--- src/rtl/fpu_pkg.sv ---
// fpu_pkg: shared types and constants for the FPU issue controller.
//   fop_t      - FP opcode encoding presented on req_op
//   usel_t     - which arithmetic unit feeds a write-back slot
//   wb_slot_t  - one write-back reservation {valid, rd, sel}
//   CANON_NAN  - quiet NaN returned by FDIV when the divider is not built
//   max_int    - elaboration-time helper for sizing the reservation line
package fpu_pkg;

    typedef enum logic [2:0] {
        FADD  = 3'd0,
        FSUB  = 3'd1,
        FMUL  = 3'd2,
        FLESS = 3'd3,
        FDIV  = 3'd4
    } fop_t;

    typedef enum logic [1:0] {
        SEL_ADD = 2'd0,
        SEL_MUL = 2'd1,
        SEL_CMP = 2'd2,
        SEL_DIV = 2'd3
    } usel_t;

    typedef struct packed {
        logic       valid;
        logic [4:0] rd;
        usel_t      sel;
    } wb_slot_t;

    localparam logic [31:0] CANON_NAN = 32'h7FC0_0000;

    function automatic int max_int(input int a, input int b);
        return (a > b) ? a : b;
    endfunction

endpackage

--- src/rtl/fpu_wb_resv.sv ---
// fpu_wb_resv: write-back reservation shift register.
// Slot k holds the operation whose result is captured at the end of the
// cycle k cycles from now; slot 0 is the one being captured this cycle.
// Ports:
//   clk, rstn    - clock, asynchronous active-low reset
//   flush        - empties every slot (including the one landing now)
//   lat          - latency of the offered op; used for query and reserve
//   query_busy   - the write-back cycle that lat would target is taken
//   resv_en      - reserve the target slot for resv_slot
//   resv_slot    - content of the new reservation
//   head         - slot 0, aligned with the unit result to capture
module fpu_wb_resv
    import fpu_pkg::*;
#(
    parameter  int DEPTH = 3,
    localparam int LW    = $clog2(DEPTH + 1)
) (
    input  logic          clk,
    input  logic          rstn,
    input  logic          flush,
    input  logic [LW-1:0] lat,
    output logic          query_busy,
    input  logic          resv_en,
    input  wb_slot_t      resv_slot,
    output wb_slot_t      head
);

    localparam wb_slot_t EMPTY = '0;

    wb_slot_t [DEPTH-1:0] slot_reg;
    wb_slot_t [DEPTH-1:0] slot_next;
    logic     [DEPTH-1:0] hit;

    for (genvar gi = 0; gi < DEPTH; gi++) begin : g_slot
        wb_slot_t shifted;
        if (gi < DEPTH - 1) begin : g_shift
            assign shifted = slot_reg[gi+1];
        end else begin : g_top
            assign shifted = EMPTY;
        end
        // An op with latency L that issues now lands in slot L-1 after the
        // shift, which is exactly where slot L moves to; querying slot L
        // therefore checks the same write-back cycle.
        assign slot_next[gi] = flush ? EMPTY
                             : (resv_en && (lat == LW'(gi + 1))) ? resv_slot
                             : shifted;
        assign hit[gi] = slot_reg[gi].valid && (lat == LW'(gi));
    end

    always_ff @(posedge clk or negedge rstn) begin
        if (!rstn) begin
            slot_reg <= '0;
        end else begin
            slot_reg <= slot_next;
        end
    end

    assign query_busy = |hit;
    assign head       = slot_reg[0];

endmodule

--- src/rtl/fpu_issue_ctrl.sv ---
// fpu_issue_ctrl: single-issue FPU scheduler.
// Accepts one FP op per cycle (valid/ready), strobes the selected unit,
// reserves the fixed-latency write-back cycle and returns results in
// completion order on one registered write-back port.
// Optional feature macro: FPU_DIV_EN
//   defined   - FDIV goes to the divider with DIV_LAT and a busy interlock
//   undefined - div_start tied 0, div_y ignored, FDIV returns quiet NaN
//               one cycle after issue (latency 1)
// Ports:
//   clk, rstn, flush                   - clock, async active-low reset, flush
//   req_valid/req_ready/req_op/req_rd  - issue handshake, opcode, dest tag
//   req_x1, req_x2                     - operands
//   unit_a, unit_b                     - operands broadcast to the units
//   add/mul/cmp/div_start              - one-cycle unit start strobes
//   add_y, mul_y, div_y, cmp_y         - unit results
//   wb_valid, wb_rd, wb_data           - write-back port
//   err_op                             - pulse after an illegal opcode
module fpu_issue_ctrl
    import fpu_pkg::*;
#(
    parameter int ADD_LAT = 2,
    parameter int MUL_LAT = 2,
    parameter int CMP_LAT = 1,
    parameter int DIV_LAT = 8
) (
    input  logic        clk,
    input  logic        rstn,
    input  logic        flush,
    input  logic        req_valid,
    output logic        req_ready,
    input  logic [2:0]  req_op,
    input  logic [4:0]  req_rd,
    input  logic [31:0] req_x1,
    input  logic [31:0] req_x2,
    output logic [31:0] unit_a,
    output logic [31:0] unit_b,
    output logic        add_start,
    output logic        mul_start,
    output logic        cmp_start,
    output logic        div_start,
    input  logic [31:0] add_y,
    input  logic [31:0] mul_y,
    input  logic [31:0] div_y,
    input  logic        cmp_y,
    output logic        wb_valid,
    output logic [4:0]  wb_rd,
    output logic [31:0] wb_data,
    output logic        err_op
);

`ifdef FPU_DIV_EN
    localparam int DIV_EFF = DIV_LAT;
`else
    localparam int DIV_EFF = 1;
`endif
    localparam int MAX_LAT = max_int(max_int(ADD_LAT, MUL_LAT), max_int(CMP_LAT, DIV_EFF));
    localparam int DEPTH   = MAX_LAT + 1;
    localparam int LW      = $clog2(DEPTH + 1);

    logic          op_legal;
    logic          is_sub;
    logic          is_div;
    logic [LW-1:0] lat;
    usel_t         sel;
    logic          resv_busy;
    logic          div_busy;
    logic          accept;
    logic          issue;
    wb_slot_t      new_slot;
    wb_slot_t      head;
    logic [31:0]   div_data;
    logic [31:0]   wb_data_next;
    logic          capture;

    logic          wb_valid_reg;
    logic [4:0]    wb_rd_reg;
    logic [31:0]   wb_data_reg;
    logic          err_reg;

    // Opcode decode: latency and result source per op.
    always_comb begin
        op_legal = 1'b1;
        is_sub   = 1'b0;
        is_div   = 1'b0;
        lat      = '0;
        sel      = SEL_ADD;
        case (fop_t'(req_op))
            FADD:  lat = LW'(ADD_LAT);
            FSUB:  begin lat = LW'(ADD_LAT); is_sub = 1'b1; end
            FMUL:  begin lat = LW'(MUL_LAT); sel = SEL_MUL; end
            FLESS: begin lat = LW'(CMP_LAT); sel = SEL_CMP; end
            FDIV:  begin lat = LW'(DIV_EFF); sel = SEL_DIV; is_div = 1'b1; end
            default: op_legal = 1'b0;
        endcase
    end

    // Illegal ops never reserve a slot, so the slot check only gates legal ops.
    assign req_ready = rstn & ~flush & ~(op_legal & resv_busy) & ~(is_div & div_busy);
    assign accept    = req_valid & req_ready;
    assign issue     = accept & op_legal;

    assign unit_a    = req_x1;
    assign unit_b    = is_sub ? {~req_x2[31], req_x2[30:0]} : req_x2;
    assign add_start = issue & (sel == SEL_ADD);
    assign mul_start = issue & (sel == SEL_MUL);
    assign cmp_start = issue & (sel == SEL_CMP);

    assign new_slot = '{valid: 1'b1, rd: req_rd, sel: sel};

    fpu_wb_resv #(
        .DEPTH (DEPTH)
    ) u_resv (
        .clk        (clk),
        .rstn       (rstn),
        .flush      (flush),
        .lat        (lat),
        .query_busy (resv_busy),
        .resv_en    (issue),
        .resv_slot  (new_slot),
        .head       (head)
    );

`ifdef FPU_DIV_EN
    localparam int CW = $clog2(DIV_LAT + 1);
    logic [CW-1:0] div_cnt_reg;
    logic [CW-1:0] div_cnt_next;

    assign div_start = issue & is_div;
    assign div_busy  = (div_cnt_reg != '0);
    assign div_data  = div_y;

    // Flush leaves the counter alone: the divider keeps running regardless.
    always_comb begin
        div_cnt_next = div_cnt_reg;
        if (div_start) begin
            div_cnt_next = CW'(DIV_LAT);
        end else if (div_busy) begin
            div_cnt_next = div_cnt_reg - CW'(1);
        end
    end

    always_ff @(posedge clk or negedge rstn) begin
        if (!rstn) begin
            div_cnt_reg <= '0;
        end else begin
            div_cnt_reg <= div_cnt_next;
        end
    end
`else
    logic [31:0] unused_div;
    assign unused_div = div_y ^ 32'(DIV_LAT);
    assign div_start  = 1'b0;
    assign div_busy   = 1'b0;
    assign div_data   = CANON_NAN;
`endif

    always_comb begin
        wb_data_next = add_y;
        case (head.sel)
            SEL_ADD: wb_data_next = add_y;
            SEL_MUL: wb_data_next = mul_y;
            SEL_CMP: wb_data_next = {31'b0, cmp_y};
            SEL_DIV: wb_data_next = div_data;
            default: wb_data_next = add_y;
        endcase
    end

    // A result landing in the flush cycle is dropped.
    assign capture = head.valid & ~flush;

    always_ff @(posedge clk or negedge rstn) begin
        if (!rstn) begin
            wb_valid_reg <= 1'b0;
            wb_rd_reg    <= '0;
            wb_data_reg  <= '0;
            err_reg      <= 1'b0;
        end else begin
            wb_valid_reg <= capture;
            err_reg      <= accept & ~op_legal;
            if (capture) begin
                wb_rd_reg   <= head.rd;
                wb_data_reg <= wb_data_next;
            end
        end
    end

    assign wb_valid = wb_valid_reg;
    assign wb_rd    = wb_rd_reg;
    assign wb_data  = wb_data_reg;
    assign err_op   = err_reg;

endmodule
--- config.mk ---
export PLATFORM = sky130hd
export DESIGN_NAME = fpu_issue_ctrl
export DESIGN_NICKNAME = d
export VERILOG_FILES = /design/src/rtl/fpu_pkg.sv /design/src/rtl/fpu_wb_resv.sv /design/src/rtl/fpu_issue_ctrl.sv
export SDC_FILE = /design/constraint.sdc
export NUM_CORES = 1
export LEC_CHECK = 0
export CAP_MARGIN = 40
export CELL_PAD_IN_SITES_DETAIL_PLACEMENT = 0
export CELL_PAD_IN_SITES_GLOBAL_PLACEMENT = 1
export CORE_AREA = 2 2 108 110
export DETAILED_ROUTE_END_ITERATION = 8
export DIE_AREA = 0 0 110 112
export DONT_BUFFER_PORTS = 1
export GPL_TIMING_DRIVEN = 0
export HOLD_SLACK_MARGIN = 0.1
export PLACE_DENSITY = 0.65
export SYNTH_ARGS = -nofsm -noshare
export SYNTH_HDL_FRONTEND = slang
export SYNTH_SLANG_ARGS = --single-unit
--- constraint.sdc ---
create_clock -name clk -period 1.34 [get_ports clk]
set_input_delay 0.201 -clock clk [delete_from_list [all_inputs] [get_ports clk]]
set_output_delay 0.201 -clock clk [all_outputs]
set_load 0.01 [all_outputs]
* Word level (Yosys, flattened, before mapping)
Cells that the tools add are included.
** Word-level totals
- Logic and storage cells :: 65
- Bits in registers :: 63
- Output and inout bits :: 108
- Input port bits :: 173
** Operators by class
- Reductions and logical operators :: 14
- Muxes and demuxes :: 12
- Equality and inequality tests :: 12
- Bitwise operators :: 14
** Operator list (count)
- $pmux 32 s4 :: 1
- $mux 8 :: 6
- $mux 32 :: 1
- $and 1x1->1 :: 10
- $eq 2x2->1 const B :: 5
- $eq 2x1->1 const B :: 3
- $eq 3x2->1 const B :: 2
- $logic_and 1x1->1 :: 6
- $logic_not 2->1 :: 3
- $pmux 2 s3 :: 1
- $reduce_or 3->1 :: 2
- $reduce_or 5->1 :: 1
- $not 1->1 :: 4
- $pmux 2 s2 :: 1
- $eq 3x1->1 const B :: 1
- $eq 3x3->1 const B :: 1
- $logic_not 3->1 :: 1
- $mux 1 :: 2
- $reduce_or 2->1 :: 1

* Logic depth before layout (Yosys ltp)
Gate-level depths: netlist (run 1).
- Depth after elaboration :: 14
- Mapped depth :: 5
- Gate-level depth less buffers :: 3

* By module
Synthesis (run 1) repeated with hierarchy kept, for this count alone.
** Unflattened totals
- Cell total of the unflattened synthesis :: 336
- Area total of the unflattened synthesis :: 3542.1 um^2
** By module, submodules not included
- fpu_issue_ctrl :: instances 1, area each 2502.4 um^2, cells an instance 253, sequential area each 975.9 um^2
- fpu_wb_resv :: instances 1, area each 1039.7 um^2, cells an instance 83, sequential area each 600.6 um^2

* Worst setup path after synthesis (run 1)
OpenSTA, ideal clock, no wires.
- Path kind :: register to output
- Start point :: register u_resv.slot_reg (netlist bit u_resv.g_slot[1].shifted[7])
- End point :: output port req_ready
- Stages on the path, launching flop included :: 4
- Path buffers :: 0
- Required time :: 1.139 ns
- Setup slack :: 0.103 ns
- Data arrival time :: 1.036 ns
- Path through :: dfrtp_1 > nand2b_1 > a21oi_1 > nor4b_1
** Between the ends
- Word-level cells in the longest chain between the ends :: 5
** Ends and longest elaborated chain
- start, declared :: line fpu_wb_resv.sv:30 : wb_slot_t [DEPTH-1:0] slot_reg;
- start signal, assigned :: line fpu_wb_resv.sv:54 : slot_reg <= slot_next;
- $logic_and 1x1->1 :: line fpu_wb_resv.sv:47 : assign hit[gi] = slot_reg[gi].valid && (lat == LW'(gi));
- $reduce_or 3->1 :: line fpu_wb_resv.sv:58 : assign query_busy = |hit;
- $and 1x1->1 :: line fpu_issue_ctrl.sv:98 : assign req_ready = rstn & ~flush & ~(op_legal & resv_busy) & ~(is_div & div_busy);
- $not 1->1 :: line fpu_issue_ctrl.sv:98
- $and 1x1->1 :: line fpu_issue_ctrl.sv:98
- end, declared :: line fpu_issue_ctrl.sv:30 : output logic req_ready,
No other way between the ends.

* Final worst setup path (run 1)
- Start point :: register u_resv.slot_reg (netlist bit u_resv.g_slot[0].shifted[7])
- End point :: output port cmp_start
** Between the ends
- Word-level cells in the longest chain between the ends :: 8
** Ends and longest elaborated chain
- $logic_and 1x1->1 :: line fpu_wb_resv.sv:47
- $reduce_or 3->1 :: line fpu_wb_resv.sv:58
- $and 1x1->1 :: line fpu_issue_ctrl.sv:98
- $not 1->1 :: line fpu_issue_ctrl.sv:98
- $and 1x1->1 :: line fpu_issue_ctrl.sv:98
- $and 1x1->1 :: line fpu_issue_ctrl.sv:99 : assign accept = req_valid & req_ready;
- $and 1x1->1 :: line fpu_issue_ctrl.sv:100 : assign issue = accept & op_legal;
- $and 1x1->1 :: line fpu_issue_ctrl.sv:106 : assign cmp_start = issue & (sel == SEL_CMP);
- end, declared :: line fpu_issue_ctrl.sv:39 : output logic cmp_start,
No other way between the ends.

==> flow_metrics.py, run 1 <==
metrics = {
    "global_routing": {
        "grt_pass1_vias": 2422,
        "antenna_found_initial": 0,
        "track_usage_pct": 12.8,
        "grt_max_degree": 69,
        "grt_pass1_wl_um": 12100,
        "grt_overflow": 0,
    },
    "route": {
        "post_drt_wl_per_cell_um": 15.4,
        "wirelength_um": 8180,
        "dr.pass1.iters": 4,
        "num_vias": 2366,
        "drt-vias-per-instance": 4.45,
        "drc": 0,
        "ant_nets": 0,
        "drt_iter0_drc": 78,
    },
    "floorplan": {
        "core-area_sq_um": 11200,
        "num_rows": 39,
        "die_area_sq_um": 12300,
        "die_h_um": 112,
        "die_x_um": 110,
        "pin_count": 281,
        "start_util_pct": 29.5,
    },
    "cts": {
        "cts_tree": "yes",
        "cts.path.max_buffers": 2,
        "cts_max_level": 3,
        "numCtsBuffers": 9,
        "postCtsHoldBufs": 41,
        "clk_pin_slew_ns": 0.06,
        "numClockSinks": 63,
        "clk_root_buffer_cell": "clkbuf_16",
        "clock_latency_ns": 0.32,
    },
    "logic_synthesis": {
        "avgSynthCellArea_sq_um": 10.4,
        "synth.distinct_cells": 37,
        "yosysTopAreaCell": "dfrtp_1",
        "yosys-top-cells-area": "dfrtp_1 (48%), buf_4 (15%), mux2i_1 (10%)",
        "synth-seq-cells": 63,
        "synth_top_area_share_pct": 47.8,
        "syn_inst": 318,
        "synthFlopType": "dfrtp_1",
        "synth.most_common_cell": "buf_4",
        "synth-edff-count": 0,
        "yosysWarnings": 0,
        "syn_area_sq_um": 3300,
        "ys_seq_area_share_pct": 47.8,
        "postSynth.asyncResetShare_pct": 100,
        "synthTopCellsByCount": "buf_4 (65), dfrtp_1 (63), nand2_1 (42)",
    },
    "finish": {
        "drive_gt1_share_pct": 31.9,
        "largest_register_ffs": 32,
        "antenna_cells": 0,
        "fill_cells": 1096,
        "fin_nets": 558,
        "area_delta_synth_final_pct": 32.2,
    },
    "power": {
        "leakage_nw": 2.04,
        "peakVddDrop_uv": 553,
        "powerDensity_nw_per_um2": 1260,
    },
    "hold_path": {
        "hp-class": "in2async",
    },
    "setup_path": {
        "crit_arrival_ns": 1.28,
        "startpoint_type": "register",
        "crit_fanout": 4,
        "worstPathRequired_ns": 1.14,
        "criticalPathCategory": "reg2out",
        "end_kind": "output pin",
    },
    "sta": {
        "setup_tns_ns": -0.495,
        "setup_viol": 7,
        "finalCriticalPeriod_ns": 1.48,
        "rsz0062_at_grt": "true",
        "finalHoldViolations": 63,
        "fmax_ghz": 0.677,
        "fin_crit_sh_pct": 110,
        "finalClockSkew_ns": 0.00723,
        "fin_ws_ns": -0.138,
        "hold_ws_ns": -0.430,
        "final_max_slew_viol_count": 0,
    },
    "outcome": {
        "violations": "negative hold slack, negative setup slack",
        "status": "complete, but fails checks",
    },
    "placement": {
        "dpl.hpwl_um": 5760,
        "portBuffers": 0,
        "place_congestion": 0.677,
        "pre_cts_ws_ns": -0.0646,
    },
    "run": {
        "max_cap_viol_count": 0,
    },
}
==> worst max-delay path, cell delays in order (launching register included) <==
cell	delay [ns]
dfrtp_1	0.40
and4bb_2	0.34
nand2_2	0.08
nor2_4	0.12
==> cell usage in the layout (no fill, tap or decap), types with 2 or more instances in the layout <==
master and instances:
dlygate4sd3_1 41, nor2_4 3, nand2_1 41, buf_6 4
buf_2 7, dfrtp_1 62, mux2i_1 32, nand3b_1 2
conb_1 9, buf_4 70, clkbuf_16 9, nor3_4 2
clkbuf_4 2, nor3b_1 2, o21ai_1 3, o21a_1 11
clkinvlp_4 3, or2_4 2, a21oi_1 11, clkinv_2 2
nand2b_1 3, inv_1 7, nand3_1 2, o21ai_0 30
mux2_2 5
==> stage by stage <==
step | instance area (sq um) | hold slack (ns) | power [mW] | util (%) | std cells
4_1_cts | 4310 | -0.443 | 5.59 | 38.6 | 529
2_1_floorplan | 3330 | -0.0946 | 3.02 | - | 326
3_3_place_gp | 3500 | -0.0927 | 3.17 | 31.4 | 469
5_1_grt | 4360 | -0.445 | 5.82 | 39.0 | 532
3_5_place_dp | 3500 | -0.0926 | 3.19 | 31.4 | 469
6_report | 4360 | -0.430 | 5.50 | 39.0 | 532
==> layout make-up <==
class,count,area (sq um),share of cell area (%)
Buffer,79,584,13.4
Clock buffer,9,225,5.17
Clock inverter,6,62.6,1.44
Inverter,8,30.0,0.689
Multi-Input combinational cell,177,1220,28.1
Sequential cell,63,1580,36.2
Tap cell,143,179,4.11
Timing Repair Buffer,47,472,10.8
==> final timing paths <==
path / startpoint / end / slack [ns] / depth (start not counted)
max: u_resv.g_slot[0].shifted[7] / cmp_start / -0.14 / 3
min: rstn / u_resv.g_slot[1].shifted[6] / -0.43 / 0
max reg2reg: u_resv.g_slot[0].shifted[7] / u_resv.head[0] / -0.08 / 5
min reg2reg: u_resv.head[6] / wb_rd[4] / 0.48 / 1
max in group asynchronous: rstn / wb_data[30] / 1.65 / 0
min in group clk: add_y[12] / wb_data[12] / 0.11 / 2
==> metal layers <==
metal  vias to the layer above  track usage, %  wire length, um  share of wire, %
met5                         -               0                0                 0
met1                      1106            13.9             3060                37
met4                         0            4.14               76              0.93
met2                       127            22.7             4270                52
met3                         8            4.80              773               9.4
li1                       1125               -                -                 -
==> report_power, final <==
part	leakage, nW	switching [mW]	internal [mW]
logic	1.10	0.357	0.430
registers	0.803	0.304	2.18
clock network	0.133	0.803	1.42
total	2.04	1.46	4.03
==> repair_timing <==
item,4_1_cts,5_1_grt
buffers inserted,4,2
gates resized for setup,16,9
endpoints found under the setup margin,16,17
pin swaps,5,8
cloned,0,1
hold endpoints to repair,97,63
==> cell families (layout without fill, tap and decap cells) <==
family	count (synthesis)	count (layout)	share of synthesized area (%)
AOI/OAI and AO/OA	61	61	11.0
muxes	39	39	12.1
xor gates and xnor gates	1	1	0.266
buffers and inverters	87	149	18.0
DFF	63	63	47.8
other	1	9	0.114
and+or+nand+nor	66	67	10.6
No activity file was read; power rests on OpenSTA's default activity.
==> inputs of run 2 (changes only) <==
--- a/config.mk
+++ b/config.mk
@@ -14,6 +14,7 @@
 export DONT_BUFFER_PORTS = 1
 export GPL_TIMING_DRIVEN = 0
 export HOLD_SLACK_MARGIN = 0.1
+export MAX_ROUTING_LAYER = met4
 export PLACE_DENSITY = 0.65
 export SYNTH_ARGS = -nofsm -noshare
 export SYNTH_HDL_FRONTEND = slang
==> run 2 against run 1 <==
  * The run still ends with negative hold slack, negative setup slack left
  * Non-clock buffer count is the same
  * Worst hold slack is essentially flat
  * Combinational power is essentially flat
  * Sequential share of layout area is the same
  * Maximum frequency is essentially flat
  * Clock skew is essentially flat
  * Largest cell class unchanged
  * Register-to-register slack is essentially flat
  * Sequential power is essentially flat
  * Wire length is essentially flat
  * Core utilization is the same
==> flow_metrics.py, run 2 (synthesis gave the netlist of run 1 again) <==
metrics = {
    "outcome": {
        "violations": "negative hold slack, negative setup slack",
        "status": "complete, but fails checks",
    },
    "finish": {
        "drive_gt1_share_pct": 31.9,
        "largest_register_ffs": 32,
        "fin_area_sq_um": 4360,
        "fin_nets": 558,
        "area_delta_synth_final_pct": 32.2,
        "antenna_cells": 0,
        "mostFrequentLayoutCell": "buf_4",
        "final_cell_mix": "buf_4 (70), dfrtp_1 (62), nand2_1 (41), dlygate4sd3_1 (41), mux2i_1 (32)",
        "fill_cells": 1096,
    },
    "cts": {
        "cts_max_level": 3,
        "cts_tree": "yes",
        "clk_root_buffer_cell": "clkbuf_16",
        "numCtsBuffers": 9,
        "numClockSinks": 63,
        "cts.path.max_buffers": 2,
        "clk_pin_slew_ns": 0.06,
        "postCtsHoldBufs": 41,
        "clock_latency_ns": 0.32,
    },
    "placement": {
        "placement.cell_area_sq_um": 3500,
        "dpl.hpwl_um": 5760,
        "portBuffers": 0,
        "place_congestion": 0.684,
    },
    "setup_path": {
        "end_kind": "output pin",
        "worstPathRequired_ns": 1.14,
        "r2r_setup_slack_ns": -0.08,
        "cpMaxStageDelayCell": "dfrtp_1",
        "crit_fanout": 4,
        "startpoint": "u_resv.g_slot[0].shifted[7]",
        "startpoint_type": "register",
        "r2r_cells": 5,
        "crit_arrival_ns": 1.28,
        "reg2reg_from": "u_resv.g_slot[0].shifted[7]",
        "criticalPathCategory": "reg2out",
        "worstReg2RegEnd": "u_resv.head[0]",
        "max_stage_delay_ns": 0.40,
        "path_cells": "and4bb_2, nand2_2, nor2_4",
        "cp_top_family": "simple AND/OR/NAND/NOR gates",
        "critical_path_buf_inv_count": 0,
    },
    "power": {
        "p_sw_share_pct": 26.6,
        "pwr-share-clk_pct": 40.4,
        "p_int_mw": 4.03,
        "switchingPower_mw": 1.46,
        "peakVddDrop_uv": 552,
        "p_seq_share_pct": 45.3,
        "powerDensity_nw_per_um2": 1260,
        "combPwrFrac_pct": 14.3,
        "leakage_nw": 2.04,
    },
    "sta": {
        "fin_crit_sh_pct": 110,
        "setup_viol": 7,
        "fmax_ghz": 0.677,
        "rsz0062_at_grt": "true",
        "finalHoldViolations": 63,
        "hold_ws_ns": -0.430,
        "finalClockSkew_ns": 0.00728,
        "final_max_slew_viol_count": 0,
        "fin_ws_ns": -0.138,
        "setup_tns_ns": -0.496,
        "finalCriticalPeriod_ns": 1.48,
    },
    "floorplan": {
        "num_rows": 39,
        "pin_count": 281,
        "core-area_sq_um": 11200,
        "start_util_pct": 29.5,
        "die_x_um": 110,
        "die_area_sq_um": 12300,
        "die_h_um": 112,
    },
    "global_routing": {
        "track_usage_pct": 13.2,
        "top_usage_layer": "met2",
        "grt_overflow": 0,
        "grt_use_met3_pct": 4.39,
        "grt_use_met1_pct": 14.2,
        "antenna_found_initial": 0,
        "grt_pass1_vias": 2424,
        "met2_usage_pct": 22.7,
        "grt_pass1_wl_um": 12100,
        "grt_max_degree": 69,
    },
    "hold_path": {
        "hp-class": "in2async",
    },
    "run": {
        "max_cap_viol_count": 0,
    },
    "route": {
        "drc": 0,
        "ant_nets": 0,
        "num_vias": 2370,
        "wirelength_um": 8190,
        "drt_iter0_drc": 79,
        "post_drt_wl_per_cell_um": 15.4,
        "dr.pass1.iters": 4,
        "drt-vias-per-instance": 4.45,
    },
}
-- run 2: cell counts in the layout (fill, tap and decap cells not counted) --
Identical to the previous run, type by type.
-- run 2: per-layer routing --
layer | part of all wire (%) | vias to the layer above
met4 | 0.93 | 0
li1 | - | 1125
met3 | 8.9 | 8
met5 | 0 | -
met2 | 52 | 127
met1 | 38 | 1110
-- run 2: cell type report --
class                           instances  area [sq um]  share of cell area [%]
Clock inverter                          6          62.6                    1.44
Tap cell                              143           179                    4.11
Multi-Input combinational cell        177          1220                    28.1
Buffer                                 79           584                    13.4
Timing Repair Buffer                   47           472                    10.8
Sequential cell                        63          1580                    36.2
Inverter                                8          30.0                   0.689
Clock buffer                            9           225                    5.17
-- run 2: how the worst max path moves through the flow --
stage	cells past startpoint	slack, ns	to
6_report	3	-0.14	cmp_start
5_1_grt	3	-0.18	cmp_start
4_1_cts	3	-0.15	cmp_start
3_5_place_dp	4	-0.06	wb_data[4]
3_3_place_gp	4	-0.02	wb_data[29]
2_1_floorplan	3	0.10	req_ready
-- run 2: repair_timing --
action | 4_1_cts | 5_1_grt
endpoints found under the setup margin | 16 | 17
cloned | 0 | 1
buffers inserted | 4 | 2
pin swaps | 5 | 8
resized for setup | 16 | 9
endpoints found under the hold margin | 97 | 63
-- run 2: power by group through the flow --
stage,Clock (mW),Sequential [mW],Combinational [mW]
after CTS,2.31,2.50,0.782
after global placement,0,2.52,0.644
after floorplan,0,2.46,0.563
final,2.22,2.49,0.787
after detailed placement,0,2.53,0.658
after global routing,2.40,2.53,0.890
-- run 2: stage by stage --
stage          power [mW]  setup WS, ns  instances  utilization (%)
5_1_grt              5.82        -0.178        532             39.0
2_1_floorplan        3.02         0.103        326                -
4_1_cts              5.59        -0.153        529             38.6
3_3_place_gp         3.17       -0.0247        469             31.4
3_5_place_dp         3.19       -0.0646        469             31.4
6_report             5.50        -0.138        532             39.0
